### config.mk
export PLATFORM = sky130hd
export DESIGN_NAME = id_stage
export DESIGN_NICKNAME = d
export VERILOG_FILES = /design/src/rtl/id_stage_pkg.sv /design/src/rtl/register_bank.sv /design/src/rtl/id_stage.sv
export SDC_FILE = /design/constraint.sdc
export NUM_CORES = 2
export LEC_CHECK = 0
export CORE_ASPECT_RATIO = 0.8
export CORE_MARGIN = 5
export CORE_UTILIZATION = 48
export CTS_CLUSTER_DIAMETER = 50
export CTS_CLUSTER_SIZE = 30
export DETAILED_ROUTE_END_ITERATION = 6
export PLACE_DENSITY = 0.68
export SYNTH_ARGS = -nofsm -noshare
export SYNTH_HDL_FRONTEND = slang
export SYNTH_SLANG_ARGS = --single-unit
### constraint.sdc
create_clock -name i_clk -period 73.8 [get_ports i_clk]
set_input_delay 14.76 -clock i_clk [delete_from_list [all_inputs] [get_ports i_clk]]
set_output_delay 14.76 -clock i_clk [all_outputs]
set_load 0.02 [all_outputs]
### src/rtl/id_stage_pkg.sv
// -----------------------------------------------------------------------------
// id_stage_pkg
// Shared definitions for the instruction-decode stage: default widths, the
// opcode/funct encodings the stage recognises, the HALT opcode, and a helper
// that classifies an instruction by the kind of control transfer it performs.
// -----------------------------------------------------------------------------
package id_stage_pkg;

    localparam int BUS_SIZE_DEF = 32;
    localparam int REGS_DEF     = 32;

    localparam logic [5:0] OP_RTYPE = 6'b000000;
    localparam logic [5:0] OP_J     = 6'b000010;
    localparam logic [5:0] OP_JAL   = 6'b000011;
    localparam logic [5:0] OP_BEQ   = 6'b000100;
    localparam logic [5:0] OP_BNE   = 6'b000101;
    localparam logic [5:0] OP_HALT  = 6'b111111;

    localparam logic [5:0] FUNCT_JR   = 6'b001000;
    localparam logic [5:0] FUNCT_JALR = 6'b001001;

    // Control-transfer class of the instruction sitting in ID.
    typedef enum logic [2:0] {
        JK_NONE = 3'd0,   // not a jump or branch
        JK_ABS  = 3'd1,   // J / JAL: pseudo-absolute target
        JK_REG  = 3'd2,   // JR / JALR: target is rs
        JK_BEQ  = 3'd3,
        JK_BNE  = 3'd4
    } jump_kind_t;

    function automatic jump_kind_t decode_jump_kind(input logic [5:0] op,
                                                    input logic [5:0] funct);
        jump_kind_t kind;
        kind = JK_NONE;
        case (op)
            OP_J, OP_JAL: kind = JK_ABS;
            OP_BEQ:       kind = JK_BEQ;
            OP_BNE:       kind = JK_BNE;
            OP_RTYPE:     if (funct == FUNCT_JR || funct == FUNCT_JALR) kind = JK_REG;
            default:      kind = JK_NONE;
        endcase
        return kind;
    endfunction

endpackage

### src/rtl/register_bank.sv
// -----------------------------------------------------------------------------
// register_bank
// REGS x BUS_SIZE general-purpose register file with one write port, two
// combinational read ports and a combinational debug read port.
//   i_clk, i_reset        clock, asynchronous active-high reset (clears all)
//   i_wr_en/addr/data     write port; writes to address 0 are dropped
//   i_rd_addr_a/b, o_rd_data_a/b   operand read ports
//   i_dbg_addr, o_dbg_data         debug read port
// Register 0 always reads 0. A read of the address being written in the same
// cycle returns the incoming write data, so the ID stage sees a value written
// back by WB without waiting an extra cycle.
// -----------------------------------------------------------------------------
module register_bank
    import id_stage_pkg::*;
#(
    parameter int BUS_SIZE = BUS_SIZE_DEF,
    parameter int REGS     = REGS_DEF
) (
    input  logic                i_clk,
    input  logic                i_reset,
    input  logic                i_wr_en,
    input  logic [4:0]          i_wr_addr,
    input  logic [BUS_SIZE-1:0] i_wr_data,
    input  logic [4:0]          i_rd_addr_a,
    input  logic [4:0]          i_rd_addr_b,
    input  logic [4:0]          i_dbg_addr,
    output logic [BUS_SIZE-1:0] o_rd_data_a,
    output logic [BUS_SIZE-1:0] o_rd_data_b,
    output logic [BUS_SIZE-1:0] o_dbg_data
);

    logic [BUS_SIZE-1:0] r_regs [REGS];
    logic                w_write;

    assign w_write = i_wr_en && (i_wr_addr != 5'd0);

    always_ff @(posedge i_clk or posedge i_reset) begin
        if (i_reset) begin
            for (int i = 0; i < REGS; i++) begin
                r_regs[i] <= '0;
            end
        end else if (w_write) begin
            r_regs[i_wr_addr] <= i_wr_data;
        end
    end

    // Zero register first, then write-through bypass, then stored value.
    assign o_rd_data_a = (i_rd_addr_a == 5'd0)                   ? '0        :
                         (w_write && (i_wr_addr == i_rd_addr_a)) ? i_wr_data :
                                                                   r_regs[i_rd_addr_a];

    assign o_rd_data_b = (i_rd_addr_b == 5'd0)                   ? '0        :
                         (w_write && (i_wr_addr == i_rd_addr_b)) ? i_wr_data :
                                                                   r_regs[i_rd_addr_b];

    assign o_dbg_data  = (i_dbg_addr == 5'd0)                    ? '0        :
                         (w_write && (i_wr_addr == i_dbg_addr))  ? i_wr_data :
                                                                   r_regs[i_dbg_addr];

endmodule

### src/rtl/id_stage.sv
// -----------------------------------------------------------------------------
// id_stage
// Instruction-decode stage: splits the instruction into fields, builds the
// immediate extensions, reads rs/rt from the register bank, detects load-use
// and branch-operand hazards, resolves jumps/branches, and latches HALT.
//   i_clk, i_reset        clock, asynchronous active-high reset
//   i_enable              pipeline advance; low freezes register bank and halt
//   i_instruction, i_next_seq_pc    instruction and PC+4 from IF/ID
//   i_wb_en/addr/data     write-back port into the register bank
//   i_ex_mem_to_reg, i_ex_wb, i_ex_dst   instruction currently in EX
//   i_mem_wb, i_mem_dst                  instruction currently in MEM
//   i_dbg_addr, o_dbg_data               debug register read
//   o_bus_a/o_bus_b       rs/rt values
//   o_rs/rt/rd/funct/op   raw instruction fields
//   o_*_ext_*, o_inm_upp  immediate / shamt extensions
//   o_stall, o_jump, o_jump_addr, o_halt
// There is no handshake here: everything except the register bank and the
// halt flag is combinational on the current inputs, and i_enable alone
// decides whether the two pieces of state may change at the next edge.
// -----------------------------------------------------------------------------
module id_stage
    import id_stage_pkg::*;
#(
    parameter int BUS_SIZE = BUS_SIZE_DEF,
    parameter int REGS     = REGS_DEF
) (
    input  logic                i_clk,
    input  logic                i_reset,
    input  logic                i_enable,
    input  logic [31:0]         i_instruction,
    input  logic [BUS_SIZE-1:0] i_next_seq_pc,
    input  logic                i_wb_en,
    input  logic [4:0]          i_wb_addr,
    input  logic [BUS_SIZE-1:0] i_wb_data,
    input  logic                i_ex_mem_to_reg,
    input  logic                i_ex_wb,
    input  logic [4:0]          i_ex_dst,
    input  logic                i_mem_wb,
    input  logic [4:0]          i_mem_dst,
    input  logic [4:0]          i_dbg_addr,
    output logic [BUS_SIZE-1:0] o_dbg_data,
    output logic [BUS_SIZE-1:0] o_bus_a,
    output logic [BUS_SIZE-1:0] o_bus_b,
    output logic [4:0]          o_rs,
    output logic [4:0]          o_rt,
    output logic [4:0]          o_rd,
    output logic [5:0]          o_funct,
    output logic [5:0]          o_op,
    output logic [BUS_SIZE-1:0] o_shamt_ext_unsigned,
    output logic [BUS_SIZE-1:0] o_inm_ext_signed,
    output logic [BUS_SIZE-1:0] o_inm_upp,
    output logic [BUS_SIZE-1:0] o_inm_ext_unsigned,
    output logic [BUS_SIZE-1:0] o_next_seq_pc,
    output logic                o_stall,
    output logic                o_jump,
    output logic [BUS_SIZE-1:0] o_jump_addr,
    output logic                o_halt
);

    logic [5:0]          w_op;
    logic [5:0]          w_funct;
    logic [4:0]          w_rs;
    logic [4:0]          w_rt;
    logic [15:0]         w_imm;
    jump_kind_t          w_kind;
    logic                w_uses_rt;
    logic                w_ex_hit;
    logic                w_mem_hit;
    logic                w_load_use;
    logic                w_branch_hazard;
    logic [BUS_SIZE-1:0] w_branch_target;
    logic [BUS_SIZE-1:0] w_abs_target;
    logic                r_halt;

    // ------------------------------------------------------------------ fields
    assign w_op    = i_instruction[31:26];
    assign w_rs    = i_instruction[25:21];
    assign w_rt    = i_instruction[20:16];
    assign w_funct = i_instruction[5:0];
    assign w_imm   = i_instruction[15:0];

    assign o_op    = w_op;
    assign o_rs    = w_rs;
    assign o_rt    = w_rt;
    assign o_rd    = i_instruction[15:11];
    assign o_funct = w_funct;

    assign o_shamt_ext_unsigned = {{(BUS_SIZE-5){1'b0}}, i_instruction[10:6]};
    assign o_inm_ext_signed     = {{(BUS_SIZE-16){w_imm[15]}}, w_imm};
    assign o_inm_ext_unsigned   = {{(BUS_SIZE-16){1'b0}}, w_imm};
    assign o_inm_upp            = BUS_SIZE'({w_imm, 16'h0000});
    assign o_next_seq_pc        = i_next_seq_pc;

    // ----------------------------------------------------------- register bank
    // Write-back and its bypass are both gated by i_enable so a frozen
    // pipeline neither stores nor forwards the WB value.
    register_bank #(
        .BUS_SIZE (BUS_SIZE),
        .REGS     (REGS)
    ) u_register_bank (
        .i_clk       (i_clk),
        .i_reset     (i_reset),
        .i_wr_en     (i_wb_en && i_enable),
        .i_wr_addr   (i_wb_addr),
        .i_wr_data   (i_wb_data),
        .i_rd_addr_a (w_rs),
        .i_rd_addr_b (w_rt),
        .i_dbg_addr  (i_dbg_addr),
        .o_rd_data_a (o_bus_a),
        .o_rd_data_b (o_bus_b),
        .o_dbg_data  (o_dbg_data)
    );

    // ----------------------------------------------------------------- hazards
    assign w_kind    = decode_jump_kind(w_op, w_funct);
    // JR/JALR only read rs; conditional branches compare rs with rt.
    assign w_uses_rt = (w_kind == JK_BEQ) || (w_kind == JK_BNE);

    assign w_ex_hit  = (i_ex_dst != 5'd0) &&
                       ((i_ex_dst == w_rs) || (w_uses_rt && (i_ex_dst == w_rt)));
    assign w_mem_hit = (i_mem_dst != 5'd0) &&
                       ((i_mem_dst == w_rs) || (w_uses_rt && (i_mem_dst == w_rt)));

    assign w_load_use = i_ex_mem_to_reg && (i_ex_dst != 5'd0) &&
                        ((i_ex_dst == w_rs) || (i_ex_dst == w_rt));

    // Branches resolve in ID, so any in-flight producer of an operand stalls.
    assign w_branch_hazard = (w_kind != JK_NONE) && (w_kind != JK_ABS) &&
                             ((i_ex_wb && w_ex_hit) || (i_mem_wb && w_mem_hit));

    assign o_stall = w_load_use || w_branch_hazard;

    // ------------------------------------------------------------- jump decode
    assign w_branch_target = i_next_seq_pc + (o_inm_ext_signed << 2);
    assign w_abs_target    = {i_next_seq_pc[BUS_SIZE-1:28], i_instruction[25:0], 2'b00};

    always_comb begin
        o_jump      = 1'b0;
        o_jump_addr = '0;
        if (!o_stall) begin
            case (w_kind)
                JK_ABS: begin
                    o_jump      = 1'b1;
                    o_jump_addr = w_abs_target;
                end
                JK_REG: begin
                    o_jump      = 1'b1;
                    o_jump_addr = o_bus_a;
                end
                JK_BEQ: begin
                    if (o_bus_a == o_bus_b) begin
                        o_jump      = 1'b1;
                        o_jump_addr = w_branch_target;
                    end
                end
                JK_BNE: begin
                    if (o_bus_a != o_bus_b) begin
                        o_jump      = 1'b1;
                        o_jump_addr = w_branch_target;
                    end
                end
                default: begin
                    o_jump      = 1'b0;
                    o_jump_addr = '0;
                end
            endcase
        end
    end

    // -------------------------------------------------------------- halt flag
    always_ff @(posedge i_clk or posedge i_reset) begin
        if (i_reset) begin
            r_halt <= 1'b0;
        end else if (i_enable && (w_op == OP_HALT)) begin
            r_halt <= 1'b1;
        end
    end

    assign o_halt = r_halt;

endmodule
==> impl_metrics.env <==
export IMPL_num_rows=123
export IMPL_antenna_found_initial=12
export IMPL_max_freq_ghz=0.0273
export IMPL_yosys_cell_types_count=84
export IMPL_critical_path_required_ns=59.04
export IMPL_startpoint_type="input pin"
export IMPL_synthCells=4980
export IMPL_first_pass_iters=7
export IMPL_fin_tns_setup_ns=0
export IMPL_clk_latency_ns=0.76
export IMPL_slew_violations=5
export IMPL_violations="design-rule violations, max-capacitance violations, max-slew violations"
export IMPL_async_flop_share_pct=100
export IMPL_r2r_end="u_register_bank.r_regs[958]"
export IMPL_wl_per_cell_um=38.4
export IMPL_status="complete, but fails checks"
export IMPL_synth_common_cells="dfrtp_1 (1025), mux2_2 (989), mux4_2 (760)"
export IMPL_min_from="u_register_bank.r_regs[1003]"
export IMPL_synth_xor_area_share_pct=1.10
export IMPL_yosys_area_share_simple_pct=3.45
export IMPL_synth_avg_cell_area_um2=13.7
export IMPL_yosys_cell_count_top_type="dfrtp_1"
export IMPL_intPower_mw=1.17
export IMPL_powerDensity_nw_per_um2=22.8
export IMPL_critPathKind="in2out"
export IMPL_numCtsBuffers=105
export IMPL_crit_end="o_jump_addr[10]"
export IMPL_grt_use_total_pct=34.7
export IMPL_grt_pass1_vias=49200
export IMPL_io_pins=441
export IMPL_clkTransAtPathRegs_ns=0.07
export IMPL_crit_path_max_fanout=27
export IMPL_grt_pass1_wl_um=376000
export IMPL_start_util_pct=48.5
export IMPL_synthAdderAreaFrac_pct=0.560
export IMPL_cts_resized=0
export IMPL_p_clk_share_pct=33.9
export IMPL_syn_to_final_growth_pct=11.4
export IMPL_yosys_register_bits=1025
export IMPL_cts_max_level=3
export IMPL_synth_mux_area_share_pct=45.2
export IMPL_ys_top_cells_by_area="dfrtp_1 (38%), mux4_2 (25%), mux2_2 (16%)"
export IMPL_synth_top_area_share_pct=37.5
export IMPL_synth_top_cell_by_area="dfrtp_1"
export IMPL_ir_drop_mv=0.0180
export IMPL_rsz0062_at_grt="no"
export IMPL_ys_seq_area_share_pct=37.5
export IMPL_fillCellCount=11700
export IMPL_globalplace_congestion=0.950
export IMPL_relSlewSlack_pct=-1.03
export IMPL_dp_hpwl_um=167000
export IMPL_design_area_um2=76100
export IMPL_ys_flop_type="dfrtp_1"
export IMPL_hp_class="reg2reg"
export IMPL_cts_tree="yes"
export IMPL_synth_compound_area_share_pct=6.20
export IMPL_vias_per_cell=7.35
export IMPL_finClkSkew_ns=0
export IMPL_reg2reg_from="u_register_bank.r_regs[958]"
export IMPL_arrival_ns=21.92
export IMPL_clock_path_buffers=3
export IMPL_ant_nets=0
export IMPL_place_inst=6729
export IMPL_hold_ws_ns=0.416
export IMPL_synth_edf_count=0
export IMPL_finalCritPeriodShare_pct=49.7
export IMPL_p_sw_mw=0.568
export IMPL_die_h_um=347
export IMPL_hold_violations=0
export IMPL_worst_pin_slew_ns=1.51
export IMPL_setup_viol=0
export IMPL_seq_area_um2=25600
export IMPL_grt_max_degree=179
export IMPL_power_frac_comb_pct=25.3
export IMPL_layout_min_cycle_time_ns=36.68
export IMPL_power_frac_seq_pct=40.8
export IMPL_port_buffers=381
export IMPL_place_area_um2=72300
export IMPL_cts_setup_buffers=0
export IMPL_coreArea_um2=141000
export IMPL_yosysWarningCount=0
export IMPL_drc=31
export IMPL_finalNetCount=5114
export IMPL_switching_share_pct=32.7
export IMPL_ff2ff_path_depth=1
export IMPL_drtIter0Drc=7544
export IMPL_instances_no_fill=6937
export IMPL_crit_path_end_kind="primary output"
export IMPL_cellLeakagePower_nw=32.2
export IMPL_cts_num_sinks=1025
export IMPL_crit_path_start="i_instruction[25]"
export IMPL_design_die_area_um2=150000
export IMPL_r2r_slack_ns=72.95
export IMPL_maxCapViolCount=1
export IMPL_synth_top_family_by_area="multiplexers"
export IMPL_vias=51000
export IMPL_gr_total_overflow=0
export IMPL_multiInputGateArea_um2=39000
export IMPL_wirelength_um=266000
export IMPL_root_buffer="clkbuf_16"
export IMPL_synthesis_area_um2=68300
export IMPL_die_w_um=432
export IMPL_drive_gt1_share_pct=43.2
export IMPL_postCtsHoldBufs=0
==> final cells by class <==
class	instances	share of cell area (%)
sequential	1025	33.7
antenna	10	0.0329
clock buffer	115	3.67
timing repair buffer	541	6.75
tap	1875	3.08
clock inverter	83	1.28
multi-input combinational	3250	51.3
inverter	38	0.199
==> worst min-delay path by stage <==
stage	end	slack [ns]	cells after the start
2_1_floorplan	u_register_bank.r_regs[1000]	0.46	1
3_3_place_gp	u_register_bank.r_regs[1010]	0.39	0
3_5_place_dp	u_register_bank.r_regs[1003]	0.40	0
4_1_cts	u_register_bank.r_regs[1003]	0.42	0
5_1_grt	u_register_bank.r_regs[1010]	0.43	0
6_report	u_register_bank.r_regs[1003]	0.42	0
==> worst max-delay path, cell delays in order <==
cell and delay (ns):
buf_4 0.44, buf_4 0.52, nor2_1 0.13, nand3b_1 0.47, nand2b_1 0.41, nor2_2 1.07
a221o_1 1.12, xnor2_1 0.32, o2111ai_1 0.27, nor4_4 0.42, and4_1 0.25, buf_4 0.33
o2111ai_1 0.14, a21oi_1 0.50, clkdlybuf4s50_1 0.71
==> power by group through the flow <==
stage | clock network, mW | logic [mW] | registers [mW]
floorplan | 0 | 0.306 | 0.690
global placement | 0 | 0.424 | 0.707
detailed placement | 0 | 0.430 | 0.713
CTS | 0.591 | 0.432 | 0.702
global route | 0.614 | 0.457 | 0.715
finish | 0.589 | 0.438 | 0.707
==> registers in the layout (all words and copies together), names as in the netlist <==
name                    count
u_register_bank.r_regs   1024
o_halt                      1
==> cells by family after synthesis <==
group | Yosys count
other | 1
XOR/XNOR | 86
buffers and inverters | 763
AND/OR/NAND/NOR | 467
AO/OA/AOI/OAI | 597
adder cells (fa/ha/maj) | 30
multiplexers | 2011
flip-flops | 1025
==> metrics by stage <==
stage                     util (%)  worst slack (ns)  power [mW]
after floorplan                  -             30.20       0.996
after global placement        51.3             37.29        1.13
after detailed placement      51.3             37.21        1.14
after CTS                     54.0             37.21        1.72
after global routing          54.0             36.99        1.79
final                         54.0             37.12        1.73
==> layer usage <==
metal / wire (µm) / track usage (%) / share of wire [%]
met5: 103 / 0 / 0.039
met4: 18000 / 18.5 / 6.8
met3: 37600 / 13.3 / 14
met2: 113000 / 49.8 / 43
met1: 97100 / 45.8 / 36
==> cell usage in the layout (no fill, tap or decap), drive strengths merged, types with 19 or more instances in the layout <==
master / netlist / routed
a211oi: 66 / 66
a21oi: 106 / 106
a221o: 25 / 25
a221oi: 33 / 33
a22oi: 109 / 109
a31oi: 23 / 23
and3: 20 / 20
buf: 414 / 175
clkbuf: 311 / 115
clkdlybuf4s50: 0 / 366
clkinv: 3 / 30
conb: 1 / 59
dfrtp: 1025 / 1025
ha: 29 / 29
inv: 35 / 79
mux2: 989 / 989
mux2i: 262 / 262
mux4: 760 / 760
nand2: 104 / 104
nand2b: 19 / 19
nand3: 40 / 40
nor2: 120 / 120
nor2b: 41 / 41
nor3: 28 / 28
o211ai: 43 / 43
o21ai: 67 / 67
o22ai: 20 / 20
xnor2: 50 / 50
xor2: 36 / 36
Power figures use the tool's default switching activity.
